`config.mk`:
```
export PLATFORM = sky130hd
export DESIGN_NAME = uart_rx
export DESIGN_NICKNAME = d
export VERILOG_FILES = /design/src/rtl/uart_rx.sv
export SDC_FILE = /design/constraint.sdc
export NUM_CORES = 1
export LEC_CHECK = 0
export ABC_AREA = 1
export BUFFER_PORTS_ARGS = -buffer_cell sky130_fd_sc_hd__clkbuf_2
export CORE_MARGIN = 2
export CORE_UTILIZATION = 42
export CTS_CLUSTER_SIZE = 28
export DETAILED_ROUTE_END_ITERATION = 8
export PLACE_DENSITY_LB_ADDON = 0.1
export SKIP_CTS_REPAIR_TIMING = 1
export SYNTH_ARGS = -nofsm -noshare
export SYNTH_HDL_FRONTEND = slang
export SYNTH_SLANG_ARGS = --single-unit
```
`constraint.sdc`:
```
create_clock -name sys_clk -period 3.9 [get_ports sys_clk]
set_clock_uncertainty 0.15 [all_clocks]
set_input_delay 0.78 -clock sys_clk [delete_from_list [all_inputs] [get_ports sys_clk]]
set_output_delay 0.78 -clock sys_clk [all_outputs]
set_load 0.02 [all_outputs]
```
`src/rtl/uart_rx.sv`:
```
// 8N1 UART receiver: 3-flop synchronizer, mid-bit sampling, one-cycle done strobe.
// Define UART_RX_PARITY_EN for 8E1 framing with a parity_err strobe.
module uart_rx #(
  parameter int BAUD_CNT_MAX = 434,
  parameter int HALF_CNT     = BAUD_CNT_MAX / 2
) (
  input  logic       sys_clk,
  input  logic       rst,
  input  logic       rx,
  output logic [7:0] data_out,
  output logic       rx_done,
  output logic       frame_err,
`ifdef UART_RX_PARITY_EN
  output logic       parity_err,
`endif
  output logic       busy
);

  localparam int CW = $clog2(BAUD_CNT_MAX + 1);

  typedef enum logic [2:0] {
    IDLE, START, DATA, PARITY, STOP
  } state_t;

  state_t          state_q, state_d;
  logic [CW-1:0]   cnt_q, cnt_d;
  logic [2:0]      bit_q, bit_d;
  logic [7:0]      sh_q, sh_d;
  logic [7:0]      data_q, data_d;
  logic            done_q, done_d;
  logic            ferr_q, ferr_d;
  logic            rx_s1_q, rx_s2_q, rx_s3_q;
`ifdef UART_RX_PARITY_EN
  logic            par_q, par_d;
  logic            perr_q, perr_d;
`endif

  logic fall, tick, mid;

  assign fall = !rx_s2_q && rx_s3_q;
  assign tick = (cnt_q == CW'(BAUD_CNT_MAX));
  assign mid  = (cnt_q == CW'(HALF_CNT));

  always_ff @(posedge sys_clk or posedge rst) begin
    if (rst) begin
      rx_s1_q <= 1'b1;
      rx_s2_q <= 1'b1;
      rx_s3_q <= 1'b1;
    end else begin
      rx_s1_q <= rx;
      rx_s2_q <= rx_s1_q;
      rx_s3_q <= rx_s2_q;
    end
  end

  always_ff @(posedge sys_clk or posedge rst) begin
    if (rst) begin
      state_q <= IDLE;
      cnt_q   <= '0;
      bit_q   <= '0;
      sh_q    <= '0;
      data_q  <= '0;
      done_q  <= 1'b0;
      ferr_q  <= 1'b0;
`ifdef UART_RX_PARITY_EN
      par_q   <= 1'b0;
      perr_q  <= 1'b0;
`endif
    end else begin
      state_q <= state_d;
      cnt_q   <= cnt_d;
      bit_q   <= bit_d;
      sh_q    <= sh_d;
      data_q  <= data_d;
      done_q  <= done_d;
      ferr_q  <= ferr_d;
`ifdef UART_RX_PARITY_EN
      par_q   <= par_d;
      perr_q  <= perr_d;
`endif
    end
  end

  always_comb begin
    state_d = state_q;
    unique case (state_q)
      IDLE:  if (fall) state_d = START;
      START: if (mid)  state_d = rx_s2_q ? IDLE : DATA;
      DATA: begin
        if (tick && bit_q == 3'd7) begin
`ifdef UART_RX_PARITY_EN
          state_d = PARITY;
`else
          state_d = STOP;
`endif
        end
      end
      PARITY: if (tick) state_d = STOP;
      STOP:   if (tick) state_d = IDLE;
      default: state_d = IDLE;
    endcase
  end

  always_comb begin
    cnt_d  = tick ? '0 : cnt_q + 1'b1;
    bit_d  = bit_q;
    sh_d   = sh_q;
    data_d = data_q;
    done_d = 1'b0;
    ferr_d = 1'b0;
`ifdef UART_RX_PARITY_EN
    par_d  = par_q;
    perr_d = 1'b0;
`endif
    if (state_q == IDLE || state_d != state_q) cnt_d = '0;
    if (state_q != DATA) bit_d = '0;
    if (tick) begin
      unique case (state_q)
        DATA: begin
          sh_d  = {rx_s2_q, sh_q[7:1]};
          bit_d = bit_q + 3'd1;
        end
`ifdef UART_RX_PARITY_EN
        PARITY: par_d = rx_s2_q;
`endif
        STOP: begin
          // a low stop bit outranks any parity verdict
          if (!rx_s2_q) begin
            ferr_d = 1'b1;
`ifdef UART_RX_PARITY_EN
          end else if (par_q != ^sh_q) begin
            perr_d = 1'b1;
`endif
          end else begin
            done_d = 1'b1;
            data_d = sh_q;
          end
        end
        default: ;
      endcase
    end
  end

  assign data_out  = data_q;
  assign rx_done   = done_q;
  assign frame_err = ferr_q;
  assign busy      = (state_q != IDLE);
`ifdef UART_RX_PARITY_EN
  assign parity_err = perr_q;
`endif

endmodule

```
==> results.sh, run 1 <==
export IMPL_outcome="finished clean"
export IMPL_p_leak_nw=0.911
export IMPL_worstSkewPairLatency_ps=280
export IMPL_slew_violations=0
export IMPL_category_of_the_most_critical_setup_path="reg -> out"
export IMPL_detail_route_first_pass_iterations=4
export IMPL_numPortBuffers=13
export IMPL_crit_chain="nor2_2 -> nand2_1 -> clkbuf_2"
export IMPL_tritoncts="yes"
export IMPL_synth_cell_type_count=28
export IMPL_final_instance_count_excl_fill=253
export IMPL_detailed_route_via_count=1237
export IMPL_gr_total_overflow=0
export IMPL_cts_buffers=5
export IMPL_commonest_register_cell_after_synthesis="dfrtp_1"
export IMPL_fmax_mhz=454
export IMPL_syn_area_mm2=0.00172
export IMPL_floorplan_initialDensity_pct=43.3
export IMPL_cp_start_kind="flop"
export IMPL_setup_worst_path_end_class="primary output"
export IMPL_syn_to_final_growth_pct=11.2
export IMPL_cts_max_level=2
export IMPL_fp_dieH_um=68.0
export IMPL_setup_worst_path_end="busy"
export IMPL_finalPower_w=0.000801
export IMPL_min_delay_path_class="reg -> reg"
export IMPL_worstReg2RegStart="cnt_q[0]$_DFF_PP0_"
export IMPL_fin_nets=210
export IMPL_cts_clk_slew_worst_paths_ps=70
export IMPL_leading_cell_type_in_the_layout_fill_and_taps_excluded="nand2_1"
export IMPL_numPlacedInstances=245
export IMPL_worstSetupStartpoint="state_q[1]$_DFF_PP0_"
export IMPL_rsz0062_at_grt="no"
export IMPL_highest_count_cells_in_the_layout_ignoring_fill_and_taps="nand2_1 (42), dfrtp_1 (33), inv_1 (16)"
export IMPL_timing_critical_path_arrival_ps=1270
export IMPL_critical_path_cell_count=3
export IMPL_synth_async_reset_ratio_pct=100
export IMPL_critPathTopFamily="flip-flops"
export IMPL_filler_cell_count=406
export IMPL_setup_viol=0
export IMPL_synth_seq_area_share_pct=52.7
export IMPL_synthDominantAreaCellType="dfrtp_1"
export IMPL_syn_inst=184
export IMPL_crit_path_max_incr_delay_ps=420
export IMPL_synth_enable_flop_cells=0
export IMPL_cts_sinks=36
export IMPL_timing_critical_path_slowest_stage_cell="dfrtp_1"
export IMPL_fp_dieW_um=68.0
export IMPL_path_buf_inv=1
export IMPL_number_of_global_route_vias_before_repair=1175
export IMPL_whs_path_depth=0
export IMPL_final_wirelength_um=3010
export IMPL_preCtsSetupSlack_ps=1970
export IMPL_p_per_area_mw_per_mm2=419
export IMPL_critPathRequiredTime_ps=2970
export IMPL_peakVddDrop_v=0.000231
export IMPL_fp_coreArea_mm2=0.00397
export IMPL_route_detailed_drc=0
export IMPL_root_buffer="clkbuf_8"
export IMPL_ff2ff_setup_slack_ps=1970
export IMPL_pin_count_of_the_biggest_net_entering_global_routing=37
export IMPL_synth_area_leaders="dfrtp_1 (48%), nand2_1 (9.2%), dfstp_2 (4.6%), nor2_2 (4.0%), ha_1 (3.6%)"
export IMPL_timing_rr_end="data_out[6]$_DFFE_PP0P_"
export IMPL_worstPathMaxFanout=5
export IMPL_max_transition_margin_pct=70.0
export IMPL_place_hpwl_um=2140
export IMPL_globalRouteTotalUtil_pct=14.8
export IMPL_postSynthNetCount=192
export IMPL_synth_top_cell_area_share_pct=48.1
export IMPL_routed_via_density=4.89
export IMPL_fin_ws_ps=1700
export IMPL_finalHoldViolations=0
export IMPL_placementRows=23
export IMPL_violation_count_after_the_first_detailed_route_iteration=66
export IMPL_ioPinCount=14
export IMPL_worst_r2r_path_depth=9
export IMPL_finalCritPeriodShare_pct=56.4
export IMPL_grt_antenna_before_repair=0
export IMPL_yosys_warnings=0
export IMPL_routabilityCongestion=0.836
export IMPL_fp_dieArea_mm2=0.00462
export IMPL_clock_tree_buffer_depth=2
export IMPL_layout_drive_gt1_share_pct=27.6
export IMPL_antenna_cells=0
export IMPL_postRouteAntennaNets=0
export IMPL_worst_slew_pin_slew_ps=450
export IMPL_ys_ff_latch=36
export IMPL_final_period_minus_worst_setup_slack_ps=2200
export IMPL_setup_total_neg_slack_ps=0
export IMPL_cap_viol_max_count=0
export IMPL_syn_avg_cell_area_um2=9.34
export IMPL_wire_length_of_the_first_global_routing_pass_um=5130
export IMPL_route_detailed_wl_per_inst_um=11.9
[layer usage]
metal	global-route usage (%)	vias up	part of all wire (%)
li1	-	626	-
met1	19.8	597	51
met2	22.9	12	46
met3	4.93	2	2.8
met4	4.00	0	0.86
met5	0	-	0
[layout make-up]
class / count / area, um2 / area share (%)
Clock buffer: 7 / 76.3 / 3.99
Multi-Input combinational cell: 125 / 708 / 37.1
Timing Repair Buffer: 14 / 72.6 / 3.80
Inverter: 20 / 77.6 / 4.06
Clock inverter: 1 / 8.76 / 0.458
Sequential cell: 36 / 905 / 47.3
Tap cell: 50 / 62.6 / 3.27
[cell usage after synthesis, types with 4 or more instances]
library cell   n
nand2_1       42
dfrtp_1       33
inv_1         16
nor2_1        13
nor2_2        11
nand3_1       10
o21ai_1       10
o21ai_2        7
ha_1           5
nand2_2        4
nand4_1        4
xor2_1         4
[how the worst min path moves through the flow]
stage	end	slack (ps)	start
6_report	rx_s2_q$_DFF_PP1_	210	rx_s1_q$_DFF_PP1_
5_1_grt	rx_s2_q$_DFF_PP1_	220	rx_s1_q$_DFF_PP1_
4_1_cts	rx_s2_q$_DFF_PP1_	210	rx_s1_q$_DFF_PP1_
3_5_place_dp	rx_s2_q$_DFF_PP1_	200	rx_s1_q$_DFF_PP1_
3_3_place_gp	rx_s2_q$_DFF_PP1_	200	rx_s1_q$_DFF_PP1_
2_1_floorplan	rx_s2_q$_DFF_PP1_	200	rx_s1_q$_DFF_PP1_
[state kept, by name, summed over array words and instances (netlist names)]
register and flops:
bit_q 3, cnt_q 9, data_out 8, frame_err 1
rx_done 1, rx_s1_q 1, rx_s2_q 1, rx_s3_q 1
sh_q 8, state_q 3
[report_power, final]
part / leakage (nW) / total [W] / internal [W] / switching (W)
clock network: 0.0424 / 0.000258 / 0.000128 / 0.000130
logic: 0.384 / 0.000123 / 0.0000476 / 0.0000752
registers: 0.484 / 0.000421 / 0.000395 / 0.0000257
[through the flow]
stage	utilization (%)	hold WS, ps	area, um2
2_1_floorplan	-	195	1720
5_1_grt	48.1	215	1910
3_5_place_dp	46.0	200	1830
4_1_cts	48.1	211	1910
6_report	48.1	209	1910
3_3_place_gp	46.0	197	1830
[worst register-to-register path, delay by kind of cell (launching register included)]
family,cells,cell delay (ps)
flops,1,420
simple gates,5,810
fa+ha+maj,1,170
compound gates,1,60
buf+inv,2,220
[cell families after synthesis]
| family | count (synthesis) | share of synthesized area, % |
|---|---|---|
| AOI/OAI and AO/OA | 22 | 8.45 |
| xor gates and xnor gates | 4 | 2.04 |
| adders and majority gates | 5 | 3.64 |
| buffers and inverters | 23 | 6.12 |
| DFF | 36 | 52.7 |
| and+or+nand+nor | 94 | 27.1 |
Power figures use the tool's default switching activity.
==> inputs of run 2 (changes only) <==
==> constraint.sdc (replaced) <==
create_clock -name sys_clk -period 2.3 [get_ports sys_clk]
set_clock_uncertainty 0.15 [all_clocks]
set_input_delay 0.46 -clock sys_clk [delete_from_list [all_inputs] [get_ports sys_clk]]
set_output_delay 0.46 -clock sys_clk [all_outputs]
set_load 0.02 [all_outputs]
==> results.sh, run 2 (synthesis gave the netlist of run 1 again) <==
export IMPL_sequentialPowerShare_pct=51.4
export IMPL_route_detailed_wl_per_inst_um=11.8
export IMPL_total_switching_power_w=0.000389
export IMPL_peakVddDrop_v=0.000382
export IMPL_placementRows=23
export IMPL_place_hpwl_um=2120
export IMPL_fmax_mhz=517
export IMPL_fp_dieArea_mm2=0.00462
export IMPL_finalHoldViolations=0
export IMPL_worst_r2r_path_depth=9
export IMPL_violation_count_after_the_first_detailed_route_iteration=70
export IMPL_antenna_cells=0
export IMPL_ff2ff_setup_slack_ps=370
export IMPL_timing_rr_end="data_out[5]$_DFFE_PP0P_"
export IMPL_cp_start_kind="flop"
export IMPL_fin_nets=210
export IMPL_detailed_place_area_mm2=0.00183
export IMPL_leading_cell_type_in_the_layout_fill_and_taps_excluded="nand2_1"
export IMPL_worstPathMaxFanout=16
export IMPL_critPathRequiredTime_ps=2320
export IMPL_cts_clk_slew_worst_paths_ps=70
export IMPL_number_of_global_route_vias_before_repair=1166
export IMPL_multi_input_area_um2=708
export IMPL_final_instance_count_excl_fill=253
export IMPL_cts_sinks=36
export IMPL_route_detailed_drc=0
export IMPL_detailed_route_via_count=1225
export IMPL_tritoncts="yes"
export IMPL_wire_length_of_the_first_global_routing_pass_um=5290
export IMPL_pin_count_of_the_biggest_net_entering_global_routing=37
export IMPL_numPlacedInstances=245
export IMPL_min_delay_path_class="in -> async"
export IMPL_final_period_minus_worst_setup_slack_ps=1930
export IMPL_outcome="finished clean"
export IMPL_highest_count_cells_in_the_layout_ignoring_fill_and_taps="nand2_1 (42), dfrtp_1 (33), inv_1 (16)"
export IMPL_setup_total_neg_slack_ps=0
export IMPL_registers_top_by_ff_count="cnt_q"
export IMPL_ioPinCount=14
export IMPL_cap_viol_max_count=0
export IMPL_cts_max_level=2
export IMPL_timing_critical_path_arrival_ps=1960
export IMPL_fp_coreArea_mm2=0.00397
export IMPL_preCtsSetupSlack_ps=363
export IMPL_largest_register_ffs=9
export IMPL_setup_viol=0
export IMPL_syn_to_final_growth_pct=11.7
export IMPL_grt_antenna_before_repair=0
export IMPL_cts_buffers=5
export IMPL_gr_total_overflow=0
export IMPL_fin_ws_ps=366
export IMPL_final_core_utilization_pct=48.3
export IMPL_clock_tree_buffer_depth=2
export IMPL_category_of_the_most_critical_setup_path="reg -> reg"
export IMPL_layout_drive_gt1_share_pct=28.1
export IMPL_worstReg2RegStart="cnt_q[0]$_DFF_PP0_"
export IMPL_floorplan_initialDensity_pct=43.3
export IMPL_fp_dieH_um=68.0
export IMPL_max_transition_margin_pct=70.6
export IMPL_filler_cell_count=405
export IMPL_p_leak_nw=0.913
export IMPL_slew_violations=0
export IMPL_root_buffer="clkbuf_8"
export IMPL_detail_route_first_pass_iterations=4
export IMPL_globalRouteTotalUtil_pct=15.6
export IMPL_worstSetupStartpoint="cnt_q[0]$_DFF_PP0_"
export IMPL_fp_dieW_um=68.0
export IMPL_routabilityCongestion=0.820
export IMPL_p_per_area_mw_per_mm2=721
export IMPL_routed_via_density=4.84
export IMPL_area_taken_by_flip_flops_and_latches_um2=905
export IMPL_setup_worst_path_end_class="flop"
export IMPL_final_wirelength_um=2990
export IMPL_power_internal_w=0.000994
export IMPL_numPortBuffers=13
export IMPL_postRouteAntennaNets=0
export IMPL_worstSkewPairLatency_ps=280
export IMPL_setup_worst_path_end="data_out[5]$_DFFE_PP0P_"
export IMPL_power_frac_clock_pct=33.4
export IMPL_rsz0062_at_grt="no"
export IMPL_swShare_pct=28.1
export IMPL_final_instance_area_mm2=0.00192
export IMPL_power_frac_comb_pct=15.3
export IMPL_finalCritPeriodShare_pct=84.1
export IMPL_worst_slew_pin_slew_ps=442
run 2: cell types whose count changed in the layout (fill, tap and decap cells not counted):
cell / delta
clkbuf_8: +1
clkinvlp_4: +1
clkinv_4: -1
clkbuf_1: -1
run 2: layout make-up:
type / instances / share of cell area [%]
Clock buffer: 7 / 4.50
Clock inverter: 1 / 0.391
Inverter: 20 / 4.04
Multi-Input combinational cell: 125 / 36.9
Sequential cell: 36 / 47.1
Tap cell: 50 / 3.26
Timing Repair Buffer: 14 / 3.78
run 2: critical path, stage by stage (launching register included):
cell,delay (ps)
dfrtp_1,410
inv_1,90
ha_1,160
nand2_1,50
nor2_1,190
nand2_4,170
inv_4,130
nand4_4,250
nand2_1,160
o21ai_2,60
run 2: per-stage QoR:
| step | power [W] | hold WS (ps) |
|---|---|---|
| CTS | 0.00140 | 95.1 |
| finish | 0.00138 | 93.1 |
| detailed placement | 0.000935 | 200 |
| global placement | 0.000938 | 197 |
| global route | 0.00146 | 91.2 |
| floorplan | 0.000887 | 195 |
run 2: metal layers:
metal | track usage [%] | up-vias | wire length, um | share of wire (%)
met5 | 0 | - | 0 | 0
met4 | 6.50 | 0 | 38 | 1.3
met3 | 4.93 | 5 | 91 | 3.0
met2 | 22.5 | 16 | 1300 | 43
met1 | 21.6 | 581 | 1560 | 52
li1 | - | 623 | - | -
run 2: worst min path at each step:
stage | cells after the start | to | slack (ps)
3_5_place_dp | 0 | rx_s2_q$_DFF_PP1_ | 200
6_report | 3 | data_out[7]$_DFFE_PP0P_ | 90
3_3_place_gp | 0 | rx_s2_q$_DFF_PP1_ | 200
5_1_grt | 1 | rx_s1_q$_DFF_PP1_ | 90
4_1_cts | 3 | data_out[7]$_DFFE_PP0P_ | 100
2_1_floorplan | 0 | rx_s2_q$_DFF_PP1_ | 200
run 2: power by group through the flow:
| stage | combinational, W | sequential [W] | clock [W] |
|---|---|---|---|
| after floorplan | 0.000172 | 0.000714 | 0 |
| after global placement | 0.000217 | 0.000721 | 0 |
| after detailed placement | 0.000212 | 0.000722 | 0 |
| after CTS | 0.000215 | 0.000711 | 0.000477 |
| after global routing | 0.000241 | 0.000717 | 0.000505 |
| final | 0.000211 | 0.000710 | 0.000461 |
==> inputs of run 3 (changes only) <==
==> constraint.sdc (replaced) <==
create_clock -name sys_clk -period 1.9 [get_ports sys_clk]
set_clock_uncertainty 0.15 [all_clocks]
set_input_delay 0.38 -clock sys_clk [delete_from_list [all_inputs] [get_ports sys_clk]]
set_output_delay 0.38 -clock sys_clk [all_outputs]
set_load 0.02 [all_outputs]
==> results.sh, run 3 (synthesis gave the netlist of run 1 again) <==
export IMPL_max_transition_margin_pct=70.7
export IMPL_timing_critical_path_slowest_stage_cell="dfrtp_1"
export IMPL_antenna_cells=0
export IMPL_fp_dieH_um=68.0
export IMPL_cts_clk_slew_worst_paths_ps=70
export IMPL_timing_rr_end="cnt_q[3]$_DFF_PP0_"
export IMPL_ff2ff_setup_slack_ps=100
export IMPL_power_internal_w=0.00122
export IMPL_registers_top_by_ff_count="cnt_q"
export IMPL_fin_nets=215
export IMPL_worstPathMaxFanout=11
export IMPL_violation_count_after_the_first_detailed_route_iteration=66
export IMPL_cts_sinks=36
export IMPL_critPathTopFamily="simple AND/OR/NAND/NOR gates"
export IMPL_worst_slew_pin_slew_ps=439
export IMPL_place_hpwl_um=2070
export IMPL_fp_dieArea_mm2=0.00462
export IMPL_outcome="finished clean"
export IMPL_root_buffer="clkbuf_8"
export IMPL_power_frac_comb_pct=16.3
export IMPL_placementRows=23
export IMPL_critPathRequiredTime_ps=1930
export IMPL_crit_chain="inv_1 -> ha_1 -> nand2_1 -> nor2_2 -> nand2_4 -> nand2_2 -> o211ai_1 -> nand2_2 -> nor2_2"
export IMPL_finalHoldViolations=0
export IMPL_path_buf_inv=1
export IMPL_globalRouteTotalUtil_pct=15.4
export IMPL_syn_to_final_growth_pct=15.4
export IMPL_timing_critical_path_arrival_ps=1830
export IMPL_floorplan_initialDensity_pct=43.3
export IMPL_multi_input_area_um2=727
export IMPL_fmax_mhz=555
export IMPL_filler_cell_count=361
export IMPL_worstReg2RegStart="cnt_q[0]$_DFF_PP0_"
export IMPL_final_wirelength_um=3000
export IMPL_cap_viol_max_count=0
export IMPL_wire_length_of_the_first_global_routing_pass_um=5180
export IMPL_crit_path_max_incr_delay_ps=410
export IMPL_clock_tree_buffer_depth=2
export IMPL_routed_via_density=4.85
export IMPL_detail_route_first_pass_iterations=4
export IMPL_numPortBuffers=13
export IMPL_number_of_global_route_vias_before_repair=1170
export IMPL_pin_count_of_the_biggest_net_entering_global_routing=37
export IMPL_finalPower_w=0.00170
export IMPL_setup_worst_path_end_class="flop"
export IMPL_p_per_area_mw_per_mm2=855
export IMPL_layout_drive_gt1_share_pct=30.8
export IMPL_routabilityCongestion=0.832
export IMPL_power_frac_clock_pct=33.0
export IMPL_p_leak_nw=0.958
export IMPL_fp_coreArea_mm2=0.00397
export IMPL_tritoncts="yes"
export IMPL_cp_start_kind="flop"
export IMPL_setup_total_neg_slack_ps=0
export IMPL_area_taken_by_flip_flops_and_latches_um2=905
export IMPL_postRouteAntennaNets=0
export IMPL_setup_viol=0
export IMPL_fp_dieW_um=68.0
export IMPL_min_delay_path_class="in -> async"
export IMPL_highest_count_cells_in_the_layout_ignoring_fill_and_taps="nand2_1 (40), dfrtp_1 (33), inv_1 (16)"
export IMPL_peakVddDrop_v=0.000494
export IMPL_grt_antenna_before_repair=0
export IMPL_gr_max_usage_layer="met2"
export IMPL_final_period_minus_worst_setup_slack_ps=1800
export IMPL_worst_r2r_path_depth=9
export IMPL_ioPinCount=14
export IMPL_sequentialPowerShare_pct=50.7
export IMPL_slew_violations=0
export IMPL_gr_total_overflow=0
export IMPL_swShare_pct=28.1
export IMPL_total_switching_power_w=0.000477
export IMPL_leading_cell_type_in_the_layout_fill_and_taps_excluded="nand2_1"
export IMPL_route_detailed_drc=0
export IMPL_category_of_the_most_critical_setup_path="reg -> reg"
export IMPL_detailed_route_via_count=1251
export IMPL_cts_buffers=5
export IMPL_gr_usage_met1_pct=20.8
export IMPL_finalCritPeriodShare_pct=94.8
export IMPL_route_detailed_wl_per_inst_um=11.6
export IMPL_largest_register_ffs=9
export IMPL_worst_hold_slack_ps=9.58
export IMPL_grtUsageMet2_pct=22.1
export IMPL_worstSkewPairLatency_ps=290
export IMPL_gr_usage_met3_pct=5.43
export IMPL_cts_max_level=2
## run 3: cell type report
type,instances,share of cell area (%)
clock buffers,7,4.35
clock inverters,1,0.379
inverters,20,3.91
multi-input cells,126,36.7
repair buffers,18,5.93
flip-flops and latches,36,45.6
well taps,50,3.15
## run 3: how the worst max path moves through the flow
stage	depth (start not counted)	end	startpoint
after floorplan	10	data_out[1]$_DFFE_PP0P_	cnt_q[0]$_DFF_PP0_
after global placement	9	data_out[5]$_DFFE_PP0P_	cnt_q[0]$_DFF_PP0_
after detailed placement	9	data_out[6]$_DFFE_PP0P_	cnt_q[0]$_DFF_PP0_
after CTS	9	data_out[6]$_DFFE_PP0P_	cnt_q[0]$_DFF_PP0_
after global routing	9	cnt_q[2]$_DFF_PP0_	cnt_q[0]$_DFF_PP0_
final	9	cnt_q[3]$_DFF_PP0_	cnt_q[0]$_DFF_PP0_
## run 3: routing by layer
metal	share of wire, %	wire, um	up-vias
li1	-	-	639
met1	50	1490	576
met2	44	1310	30
met3	4.9	146	6
met4	1.9	56	0
met5	0	0	-
## run 3: per-stage QoR
| stage | instances | utilization [%] | setup WS [ps] | area [um2] |
|---|---|---|---|---|
| 2_1_floorplan | 184 | - | 247 | 1720 |
| 3_5_place_dp | 246 | 46.2 | 33.2 | 1830 |
| 3_3_place_gp | 246 | 46.2 | 86.9 | 1830 |
| 6_report | 258 | 49.9 | 98.1 | 1980 |
| 5_1_grt | 258 | 49.9 | -0.156 | 1980 |
| 4_1_cts | 254 | 48.5 | 22.4 | 1930 |
## run 3: power groups by stage
stage,clock (W),combinational [W],sequential (W)
floorplan,0,0.000209,0.000865
global placement,0,0.000263,0.000873
detailed placement,0,0.000251,0.000875
CTS,0.000581,0.000254,0.000860
global route,0.000609,0.000310,0.000868
finish,0.000559,0.000277,0.000860
## run 3: worst register-to-register path, cell delays in order, from the launching register on
cell	delay (ps)
dfrtp_1	410
inv_1	90
ha_1	170
nand2_1	70
nor2_2	150
nand2_4	120
nand2_2	100
o211ai_1	190
nand2_2	210
nor2_2	40
